### src/rtl/wb_arbiter_if.sv
// Writeback arbiter bus: per-FU result request channels plus the shared
// scoreboard writeback port. The arbiter uses the slave modport.
interface wb_arbiter_if #(
    parameter int unsigned NumReq    = 3,
    parameter int unsigned IdxWidth  = 3,
    parameter int unsigned DataWidth = 32
);
    logic [NumReq-1:0]                req_valid;
    logic [NumReq-1:0]                req_ready;
    logic [NumReq-1:0][IdxWidth-1:0]  req_idx;
    logic [NumReq-1:0][DataWidth-1:0] req_data;

    logic                             wb_valid;
    logic                             wb_ready;
    logic [IdxWidth-1:0]              wb_idx;
    logic [DataWidth-1:0]             wb_data;
    logic [NumReq-1:0]                wb_src;

    modport master (
        output req_valid, req_idx, req_data, wb_ready,
        input  req_ready, wb_valid, wb_idx, wb_data, wb_src
    );

    modport slave (
        input  req_valid, req_idx, req_data, wb_ready,
        output req_ready, wb_valid, wb_idx, wb_data, wb_src
    );
endinterface

### src/rtl/wb_arbiter.sv
// Scoreboard writeback arbiter: one result buffer per FU, round-robin grant onto a
// single valid/ready port. Define WB_ARB_FIXED_PRIO_EN for fixed lowest-index priority.
module wb_arbiter #(
    parameter int unsigned NumReq    = 3,
    parameter int unsigned IdxWidth  = 3,
    parameter int unsigned DataWidth = 32
) (
    input logic         clock,
    input logic         reset_n,
    input logic         flush,
    wb_arbiter_if.slave bus
);

    logic [NumReq-1:0]                full_q;
    logic [NumReq-1:0][IdxWidth-1:0]  idx_q;
    logic [NumReq-1:0][DataWidth-1:0] data_q;

    logic [NumReq-1:0]                grant_oh;
    logic [NumReq-1:0]                drain;
    logic [NumReq-1:0]                ready_c;
    logic [NumReq-1:0]                load;
    logic [IdxWidth-1:0]              idx_mux;
    logic [DataWidth-1:0]             data_mux;

    // A full buffer being drained this cycle may be refilled on the same edge.
    always_comb begin
        drain   = grant_oh & {NumReq{bus.wb_ready}};
        ready_c = ~full_q | drain;
        load    = bus.req_valid & ready_c & {NumReq{~flush}};
    end

    always_ff @(posedge clock or negedge reset_n) begin
        if (!reset_n) begin
            full_q <= '0;
            idx_q  <= '0;
            data_q <= '0;
        end else begin
            for (int unsigned i = 0; i < NumReq; i++) begin
                if (load[i]) begin
                    full_q[i] <= 1'b1;
                    idx_q[i]  <= bus.req_idx[i];
                    data_q[i] <= bus.req_data[i];
                end else if (flush || drain[i]) begin
                    full_q[i] <= 1'b0;
                end
            end
        end
    end

`ifdef WB_ARB_FIXED_PRIO_EN
    always_comb begin
        grant_oh = '0;
        for (int unsigned i = 0; i < NumReq; i++) begin
            if (full_q[i] && (grant_oh == '0)) begin
                grant_oh[i] = 1'b1;
            end
        end
    end
`else
    localparam int unsigned PtrW = (NumReq > 1) ? $clog2(NumReq) : 1;

    logic [PtrW-1:0] ptr_q;
    logic [PtrW-1:0] grant_idx;
    logic            found;
    logic            handshake;

    // Two passes give the wrapped search: first indices at/above the pointer, then below it.
    always_comb begin
        grant_oh  = '0;
        grant_idx = '0;
        found     = 1'b0;
        for (int unsigned i = 0; i < NumReq; i++) begin
            if (!found && full_q[i] && (i >= 32'(ptr_q))) begin
                found       = 1'b1;
                grant_oh[i] = 1'b1;
                grant_idx   = PtrW'(i);
            end
        end
        for (int unsigned i = 0; i < NumReq; i++) begin
            if (!found && full_q[i]) begin
                found       = 1'b1;
                grant_oh[i] = 1'b1;
                grant_idx   = PtrW'(i);
            end
        end
    end

    assign handshake = (|full_q) & bus.wb_ready;

    always_ff @(posedge clock or negedge reset_n) begin
        if (!reset_n) begin
            ptr_q <= '0;
        end else if (handshake) begin
            ptr_q <= (grant_idx == PtrW'(NumReq - 1)) ? '0 : grant_idx + PtrW'(1);
        end
    end
`endif

    always_comb begin
        idx_mux  = '0;
        data_mux = '0;
        for (int unsigned i = 0; i < NumReq; i++) begin
            if (grant_oh[i]) begin
                idx_mux  = idx_q[i];
                data_mux = data_q[i];
            end
        end
    end

    assign bus.req_ready = ready_c;
    assign bus.wb_valid  = |full_q;
    assign bus.wb_src    = grant_oh;
    assign bus.wb_idx    = idx_mux;
    assign bus.wb_data   = data_mux;

endmodule

### src/flat_wrapper.sv
// flat-port wrapper written by rule: the top's interface ports become plain ports
module wb_arbiter_flat 
#(
    parameter int unsigned NumReq    = 3,
    parameter int unsigned IdxWidth  = 3,
    parameter int unsigned DataWidth = 32
)
  (clock, reset_n, flush, bus_req_valid, bus_req_idx, bus_req_data, bus_wb_ready, bus_req_ready, bus_wb_valid, bus_wb_idx, bus_wb_data, bus_wb_src);
  wb_arbiter_if #(.NumReq(NumReq), .IdxWidth(IdxWidth), .DataWidth(DataWidth)) bus_i ();
  input logic clock;
  input logic reset_n;
  input logic flush;
  input wire logic [$bits(bus_i.req_valid)-1:0] bus_req_valid;
  input wire logic [$bits(bus_i.req_idx)-1:0] bus_req_idx;
  input wire logic [$bits(bus_i.req_data)-1:0] bus_req_data;
  input wire logic [$bits(bus_i.wb_ready)-1:0] bus_wb_ready;
  output wire logic [$bits(bus_i.req_ready)-1:0] bus_req_ready;
  output wire logic [$bits(bus_i.wb_valid)-1:0] bus_wb_valid;
  output wire logic [$bits(bus_i.wb_idx)-1:0] bus_wb_idx;
  output wire logic [$bits(bus_i.wb_data)-1:0] bus_wb_data;
  output wire logic [$bits(bus_i.wb_src)-1:0] bus_wb_src;
  assign bus_i.req_valid = bus_req_valid;
  assign bus_i.req_idx = bus_req_idx;
  assign bus_i.req_data = bus_req_data;
  assign bus_i.wb_ready = bus_wb_ready;
  assign bus_req_ready = bus_i.req_ready;
  assign bus_wb_valid = bus_i.wb_valid;
  assign bus_wb_idx = bus_i.wb_idx;
  assign bus_wb_data = bus_i.wb_data;
  assign bus_wb_src = bus_i.wb_src;
  wb_arbiter #(.NumReq(NumReq), .IdxWidth(IdxWidth), .DataWidth(DataWidth)) u_core (.clock(clock), .reset_n(reset_n), .flush(flush), .bus(bus_i));
endmodule
### config.mk
export PLATFORM = sky130hd
export DESIGN_NAME = wb_arbiter_flat
export DESIGN_NICKNAME = d
export VERILOG_FILES = /design/src/rtl/wb_arbiter_if.sv /design/src/rtl/wb_arbiter.sv /design/src/flat_wrapper.sv
export SDC_FILE = /design/constraint.sdc
export NUM_CORES = 1
export LEC_CHECK = 0
export ABC_AREA = 1
export BUFFER_PORTS_ARGS = -buffer_cell sky130_fd_sc_hd__buf_2
export CORE_MARGIN = 3
export CORE_UTILIZATION = 54
export CTS_BUF_LIST = sky130_fd_sc_hd__clkbuf_8
export CTS_CLUSTER_DIAMETER = 100
export DETAILED_ROUTE_END_ITERATION = 12
export HOLD_SLACK_MARGIN = 0.08
export PLACE_DENSITY = 0.83
export SLEW_MARGIN = 5
export SYNTH_ARGS = -nofsm -noshare
export SYNTH_HDL_FRONTEND = slang
export SYNTH_SLANG_ARGS = --single-unit
### constraint.sdc
create_clock -name clock -period 1.9 [get_ports clock]
set_clock_uncertainty 0.15 [all_clocks]
set_input_delay 0.19 -clock clock [delete_from_list [all_inputs] [get_ports clock]]
set_output_delay 0.19 -clock clock [all_outputs]
set_load 0.05 [all_outputs]
==> results.md, run 1 <==
* Status: finished, violations left
* Failing checks: negative setup slack
* DR vias/cell at 6.06
* Nets at 1041
* Clock sink count at 110
* Share of cells above drive strength 1 at 32.1%
* Min Tclk post-route at 2.42 ns
* CP max FO at 13
* Antenna Nets Post-Route at 0
* Main synth FF type: dfrtp_1
* CP Cell Sequence: inv_2 -> a21oi_1 -> nor2_1 -> and2_4 -> buf_12 -> nand2_1 -> nand3_2 -> buf_6
* Max stage delay on crit path at 0.47 ns
* CTS H-tree depth at 3
* Num CTS Buffers at 9
* Syn Inst Count at 649
* Largest net degree at the start of global routing at 40
* CP Launch Type: register
* Clk slew on worst S/H paths at 0.11 ns
* Storage cell area at 2750 µm²
* Synth cell count leaders: 324 x nand2_1, 134 x nand3_1, 110 x dfrtp_1
* Slew HR at 64.0%
* Critical path class: register to output port
* Final WS setup at -0.519 ns
* Maximum clock rate at 0.413 GHz
* CORE AREA at 9330 µm²
* Worst hold slack at 0.169 ns
* FFs w/ async S/R, synth at 100%
* Area Overhead vs Synth at 59.5%
* Total track usage at 36.8%
* Cell taking the most area after synthesis: dfrtp_1
* Arrival @ worst endpoint at 2.08 ns
* Routability cong. at 0.894
* Final Setup Violations at 77
* Via count at 6445
* Tightest Pin Transition at 0.540 ns
* Min-Delay Path Class: primary input to async pin
* Root Buffer: clkbuf_8
* Top-count cell post-synth: nand2_1
* CP max-delay cell: dfrtp_2
* Syn nets at 761
* Effective utilization at floorplan at 55.9%
* Cell leakage power at 4.46 nW
* Unique masters post-synth at 21
* Count of warnings emitted by yosys at 0
* # port buffers at 153
* Num rows at 35
* Cell Pwr Density at 926 nW/µm²
* Total gr overflow at 0
* Pre-CTS setup slack at 0.0107 ns
* Area of the multi-input gates at 2450 µm²
* Peak supply drop at 0.000662 V
* CP required at 1.56 ns
* Element type at the critical path end: output port
* Die H at 104 µm
* Io pins at 154
* RSZ-0062 raised after global routing: yes
* Full die area at 10900 µm²
* CTS Buffer Depth at 2
* Number of diodes at 0
* Die Wd at 104 µm
* Vias in the first global route at 6414
* Period utilization at 127%
* Post-Synthesis Cell Area at 5210 µm²
* WL final at 22.7 mm
* Area share of the largest cell type after synthesis at 52.8%
* First-pass GRT wire length at 31.6 mm
* Routed len/inst at 21.3 µm
* Top cells by area, synth: dfrtp_1 53%, nand2_1 23%, nand3_1 13%
* Fill cells at 404
* Max-capacitance violation count at 0
* DRT iter0 DRCs at 809
* CP Buf/Inv Count at 3
* Core Util, Final at 89.1%
* Initial antenna violation count at 0
* Pins over their slew limit at 0
* Post-synthesis sequential element count at 110
* Mean Syn Cell Area at 8.03 µm²
* Worst skew pair latency at 0.38 ns
* Fin. Hold Viols at 0
* Final HPWL DP at 10.8 mm
* Drt drc at 0
* 1st-pass router iterations at 9
* TritonCTS clock tree: built
* Sequential area share after synthesis at 52.8%
* Post-synth EDFFs at 0
* CP top delay family: simple AND/OR/NAND/NOR gates
## where the power goes
group / total (mW) / internal (mW) / leakage (nW) / switching (mW)
combinational: 3.30 / 1.30 / 3.00 / 2.00
clock: 1.32 / 0.483 / 0.0874 / 0.841
sequential: 3.08 / 2.75 / 1.37 / 0.328
total: 7.70 / 4.53 / 4.46 / 3.17
## layout make-up
| type | instances | area share [%] |
|---|---|---|
| flip-flops and latches | 110 | 33.1 |
| repair buffers | 310 | 33.0 |
| multi-input cells | 490 | 29.5 |
| well taps | 129 | 1.94 |
| clock buffers | 9 | 1.49 |
| clock inverters | 7 | 0.602 |
| inverters | 8 | 0.361 |
## path summary, 6_finish.rpt
kind,startpoint,end,slack [ns],cells past startpoint
worst max-delay path,u_core.full_q[0]$_DFFE_PN0P_,bus_wb_idx[0],-0.52,8
worst min-delay path,reset_n,u_core.data_q[19]$_DFFE_PN0P_,0.17,2
worst max register to register,u_core.ptr_q[1]$_DFFE_PN0P_,u_core.data_q[10]$_DFFE_PN0P_,-0.11,12
worst min register to register,u_core.data_q[24]$_DFFE_PN0P_,u_core.data_q[24]$_DFFE_PN0P_,0.34,2
max in group asynchronous,reset_n,u_core.full_q[0]$_DFFE_PN0P_,0.82,3
min in group clock,u_core.data_q[24]$_DFFE_PN0P_,u_core.data_q[24]$_DFFE_PN0P_,0.34,2
## kinds of logic after synthesis
family	share of synthesized area (%)
AOI/OAI and AO/OA	1.03
buffers and inverters	6.24
DFF	52.8
and+or+nand+nor	39.9
## what timing repair did
item                                    in CTS  in global routing
gates cloned                                 0                  4
pin swaps                                    0                  1
gates resized for setup                     92                 69
buffers inserted                             2                  8
endpoints found under the setup margin      41                 97
hold endpoints to repair                   220                  0
hold buffers                               111                  0
## per-stage QoR
stage | std cells | cell area [µm²] | TNS, ns | power, mW
after floorplan | 649 | 5360 | 0 | 4.62
after global placement | 922 | 6310 | 0 | 5.23
after detailed placement | 922 | 6310 | 0 | 5.30
after CTS | 1051 | 7900 | -8.86 | 7.06
after global routing | 1063 | 8310 | -27.54 | 7.97
final | 1063 | 8310 | -18.39 | 7.70
## sequential cells by signal, indices dropped and copies added (netlist names)
register	cells
u_core.data_q	96
u_core.full_q	3
u_core.idx_q	9
u_core.ptr_q	2
## per-layer routing
metal  GRT usage (%)  part of all wire [%]  vias to the layer above
li1                -                     -                     2631
met1            40.7                    33                     3009
met2            65.0                    49                      605
met3            7.88                    10                      200
met4            21.6                   7.6                        0
met5               0                     0                        -
## cells in the final DEF (no fill, tap or decap), types with 2 or more instances in the layout
master / n
a21oi_2: 3
and2_4: 2
buf_12: 6
buf_2: 111
buf_4: 27
buf_6: 29
buf_8: 22
clkbuf_16: 4
clkbuf_8: 9
clkinvlp_4: 2
dfrtp_1: 109
dlygate4sd3_1: 111
inv_1: 6
inv_2: 3
inv_6: 2
nand2_1: 305
nand2_2: 19
nand2_4: 7
nand3_1: 97
nand3_2: 43
nand3_4: 3
nor2_4: 3
o21ai_0: 2
Note: power is estimated with default switching activity, not from simulation.
==> run 2: changes to the inputs <==
==> constraint.sdc (replaced) <==
create_clock -name clock -period 1.9 [get_ports clock]
set_clock_uncertainty 0.15 [all_clocks]
set_input_delay 0.19 -clock clock [delete_from_list [all_inputs] [get_ports clock]]
set_output_delay 0.19 -clock clock [all_outputs]
set_load 0.02 [all_outputs]
==> run 2 against run 1 <==
Compared with the run above: the run now fails in global routing; area after synthesis unchanged; synthesized cell count unchanged.
==> results.md, run 2 <==
* Status: aborted with a tool error
* Fail Step: global routing
* Run Error: [ERROR GRT-0232] Routing congestion too high. Check the congestion heatmap in the GUI.
* Mean Syn Cell Area at 8.03 µm²
* CTS Buffer Depth at 2
* Total gr overflow at 40
* Post-synth EDFFs at 0
* Post-Synthesis Cell Area at 5210 µm²
* Io pins at 154
* Syn Inst Count at 649
* Num rows at 35
* Placed Area at 6140 µm²
* Main synth FF type: dfrtp_1
* Die Wd at 104 µm
* Total track usage at 71.9%
* Top-count cell post-synth: nand2_1
* Root Buffer: clkbuf_8
* Routability cong. at 0.878
* Sequential area share after synthesis at 52.8%
* Largest net degree at the start of global routing at 111
* Count of warnings emitted by yosys at 0
* Initial antenna violation count at 4
* Worst_ep kind: primary output
* # port buffers at 153
* CTS H-tree depth at 3
* Syn nets at 761
* Effective utilization at floorplan at 55.9%
* Pre-CTS setup slack at -0.0158 ns
* Placed insts at 917
* Synth cell count leaders: 324 x nand2_1, 134 x nand3_1, 110 x dfrtp_1
* Final HPWL DP at 10.1 mm
* FFs w/ async S/R, synth at 100%
* Area share of the largest cell type after synthesis at 52.8%
* Die H at 104 µm
* Post-synthesis sequential element count at 110
* Unique masters post-synth at 21
* Top cells by area, synth: dfrtp_1 53%, nand2_1 23%, nand3_1 13%
* GRT worst endpoint: bus_wb_data[2]
* Num CTS Buffers at 9
* Clock sink count at 110
* Cell taking the most area after synthesis: dfrtp_1
## run 2: logic make-up after synthesis
kind of cell | synth area share [%]
simple gates | 39.9
flops | 52.8
buf+inv | 6.24
compound gates | 1.03
## run 2: per-layer routing
| layer | global-route usage (%) | overflow |
|---|---|---|
| met5 | 7.62 | 0 |
| met4 | 78.3 | 27 |
| met3 | 52.1 | 2 |
| met2 | 91.3 | 11 |
| met1 | 70.5 | 0 |
## run 2: metrics by stage
stage	util, %	hold slack, ns
after detailed placement	65.8	0.164
after CTS	86.8	0.309
after global placement	65.8	0.159
after floorplan	-	-0.256
## run 2: repair_timing
item | CTS
gates resized for setup | 126
endpoints found under the hold margin | 220
hold buffers | 111
buffers inserted | 14
pin swaps | 6
setup endpoints to repair | 73
gates cloned | 4
==> run 3: changes to the inputs <==
--- a/config.mk
+++ b/config.mk
@@ -8,12 +8,9 @@
 export ABC_AREA = 1
 export BUFFER_PORTS_ARGS = -buffer_cell sky130_fd_sc_hd__buf_2
 export CORE_MARGIN = 3
-export CORE_UTILIZATION = 54
-export CTS_BUF_LIST = sky130_fd_sc_hd__clkbuf_8
-export CTS_CLUSTER_DIAMETER = 100
+export CORE_UTILIZATION = 40
 export DETAILED_ROUTE_END_ITERATION = 12
-export HOLD_SLACK_MARGIN = 0.08
-export PLACE_DENSITY = 0.83
+export PLACE_DENSITY_LB_ADDON = 0.15
 export SLEW_MARGIN = 5
 export SYNTH_ARGS = -nofsm -noshare
 export SYNTH_HDL_FRONTEND = slang
==> run 3 against run 2 <==
Compared with the run above: the flow now finishes, with violations (negative setup slack).
==> results.md, run 3 (synthesis results as in run 1) <==
* Finished Layout Cells at 1113
* Largest registers: u_core.data_q: 96 flops, u_core.idx_q: 9 flops, u_core.full_q: 3 flops
* Placed Area at 6250 µm²
* DRT iter0 DRCs at 457
* Final WS setup at -0.291 ns
* Min Tclk post-route at 2.19 ns
* CP required at 1.56 ns
* Largest net degree at the start of global routing at 45
* Number of diodes at 0
* Final HPWL DP at 11.5 mm
* Antenna Nets Post-Route at 0
* Period utilization at 115%
* Routability cong. at 0.835
* Failing checks: negative setup slack
* Worst hold stages at 3
* Clock sink count at 110
* Initial antenna violation count at 0
* Cell Pwr Density at 903 nW/µm²
* Min-Delay Path Class: primary input to register
* Worst skew pair latency at 0.36 ns
* Most common cell after layout, fill and taps aside: nand2_1
* Final Setup Violations at 41
* Io pins at 154
* Worst Reg-to-Reg Cells at 12
* Fill cells at 973
* Pins over their slew limit at 0
* Highest-count cells in the layout ignoring fill and taps: 271 x nand2_1, 112 x buf_2, 109 x dlygate4sd3_1, 109 x dfrtp_1, 98 x nand3_1
* Area Overhead vs Synth at 67.1%
* RSZ-0062 raised after global routing: yes
* Die H at 120 µm
* DR vias/cell at 5.13
* Num CTS Buffers at 9
* Nets at 1048
* Finished Cell Area at 8710 µm²
* Total gr overflow at 0
* Drt drc at 0
* Cell leakage power at 4.71 nW
* Num rows at 41
* # port buffers at 153
* CP max FO at 7
* Share of cells above drive strength 1 at 36.2%
* Tightest Pin Transition at 0.473 ns
* Max FFs per register at 96
* Arrival @ worst endpoint at 1.85 ns
* Peak supply drop at 0.000663 V
* Die Wd at 120 µm
* Root Buffer: clkbuf_16
* Total track usage at 25.8%
* Status: finished, violations left
* 1st-pass router iterations at 5
* TritonCTS clock tree: built
* Max-capacitance violation count at 0
* WL final at 19.2 mm
* Clk slew on worst S/H paths at 0.07 ns
* Element type at the critical path end: output port
* Full die area at 14400 µm²
* CP Launch Type: register
* First-pass GRT wire length at 29.4 mm
* Fin. Hold Viols at 0
* Via count at 5706
* Worst hold slack at 0.0208 ns
* Largest Register: u_core.data_q
* CTS Buffer Depth at 2
* Placed insts at 967
* CTS H-tree depth at 3
* Effective utilization at floorplan at 41.1%
* Slew HR at 68.5%
* Final Total Pwr at 7.86 mW
* Critical path class: register to output port
* Maximum clock rate at 0.456 GHz
* Vias in the first global route at 5902
* Routed len/inst at 17.3 µm
* CORE AREA at 12700 µm²
## run 3: routing by layer
metal	wire (µm)	global-route usage (%)	up-vias
met3	1430	5.70	43
met5	0	0	-
met2	9740	45.1	262
met1	7540	31.4	2756
met4	512	8.66	0
li1	-	-	2645
## run 3: through the flow
stage               setup TNS, ns  setup slack, ns  util (%)
floorplan                       0            0.131         -
global placement                0            0.113      49.3
detailed placement              0           0.0381      49.3
CTS                         -8.17           -0.241      64.9
global route               -12.06           -0.347      68.7
finish                      -9.68           -0.291      68.7
## run 3: path summary, 6_finish.rpt
check | start | end | slack [ns]
setup / recovery | u_core.ptr_q[1]$_DFFE_PN0P_ | bus_wb_data[3] | -0.29
hold / removal | bus_req_valid[2] | u_core.full_q[2]$_DFFE_PN0P_ | 0.02
setup reg to reg | u_core.ptr_q[1]$_DFFE_PN0P_ | u_core.data_q[59]$_DFFE_PN0P_ | 0.05
hold reg to reg | u_core.data_q[59]$_DFFE_PN0P_ | u_core.data_q[59]$_DFFE_PN0P_ | 0.32
max in group asynchronous | reset_n | u_core.data_q[12]$_DFFE_PN0P_ | 0.81
min in group asynchronous | reset_n | u_core.data_q[43]$_DFFE_PN0P_ | 0.18
## run 3: power by group
part	switching (mW)	internal, mW
Combinational	1.41	1.25
Sequential	0.309	2.75
Clock	0.849	1.29
## run 3: layout make-up
cell class,count,area (µm²),area share [%]
clock buffer,12,236,2.71
inverter,8,35.0,0.402
tap,172,215,2.47
clock inverter,4,95.1,1.09
timing repair buffer,317,2760,31.7
sequential,110,2750,31.6
multi-input combinational,490,2620,30.0
## run 3: repair_timing
action                                 in CTS  in global routing
resized for setup                         135                101
endpoints found under the hold margin     138                  0
pin swaps                                   3                  7
setup endpoints to repair                  41                 67
setup buffers                               7                 11
cloned                                      1                  2
hold buffers                              109                  0
## run 3: worst max-delay path, cell delays in order (launching register included)
cell and delay, ns:
dfrtp_1 0.43, inv_4 0.12, nand3_4 0.11, and2_4 0.16
and2_4 0.18, clkbuf_16 0.19, nand2_2 0.08, nand3_2 0.09
buf_6 0.14
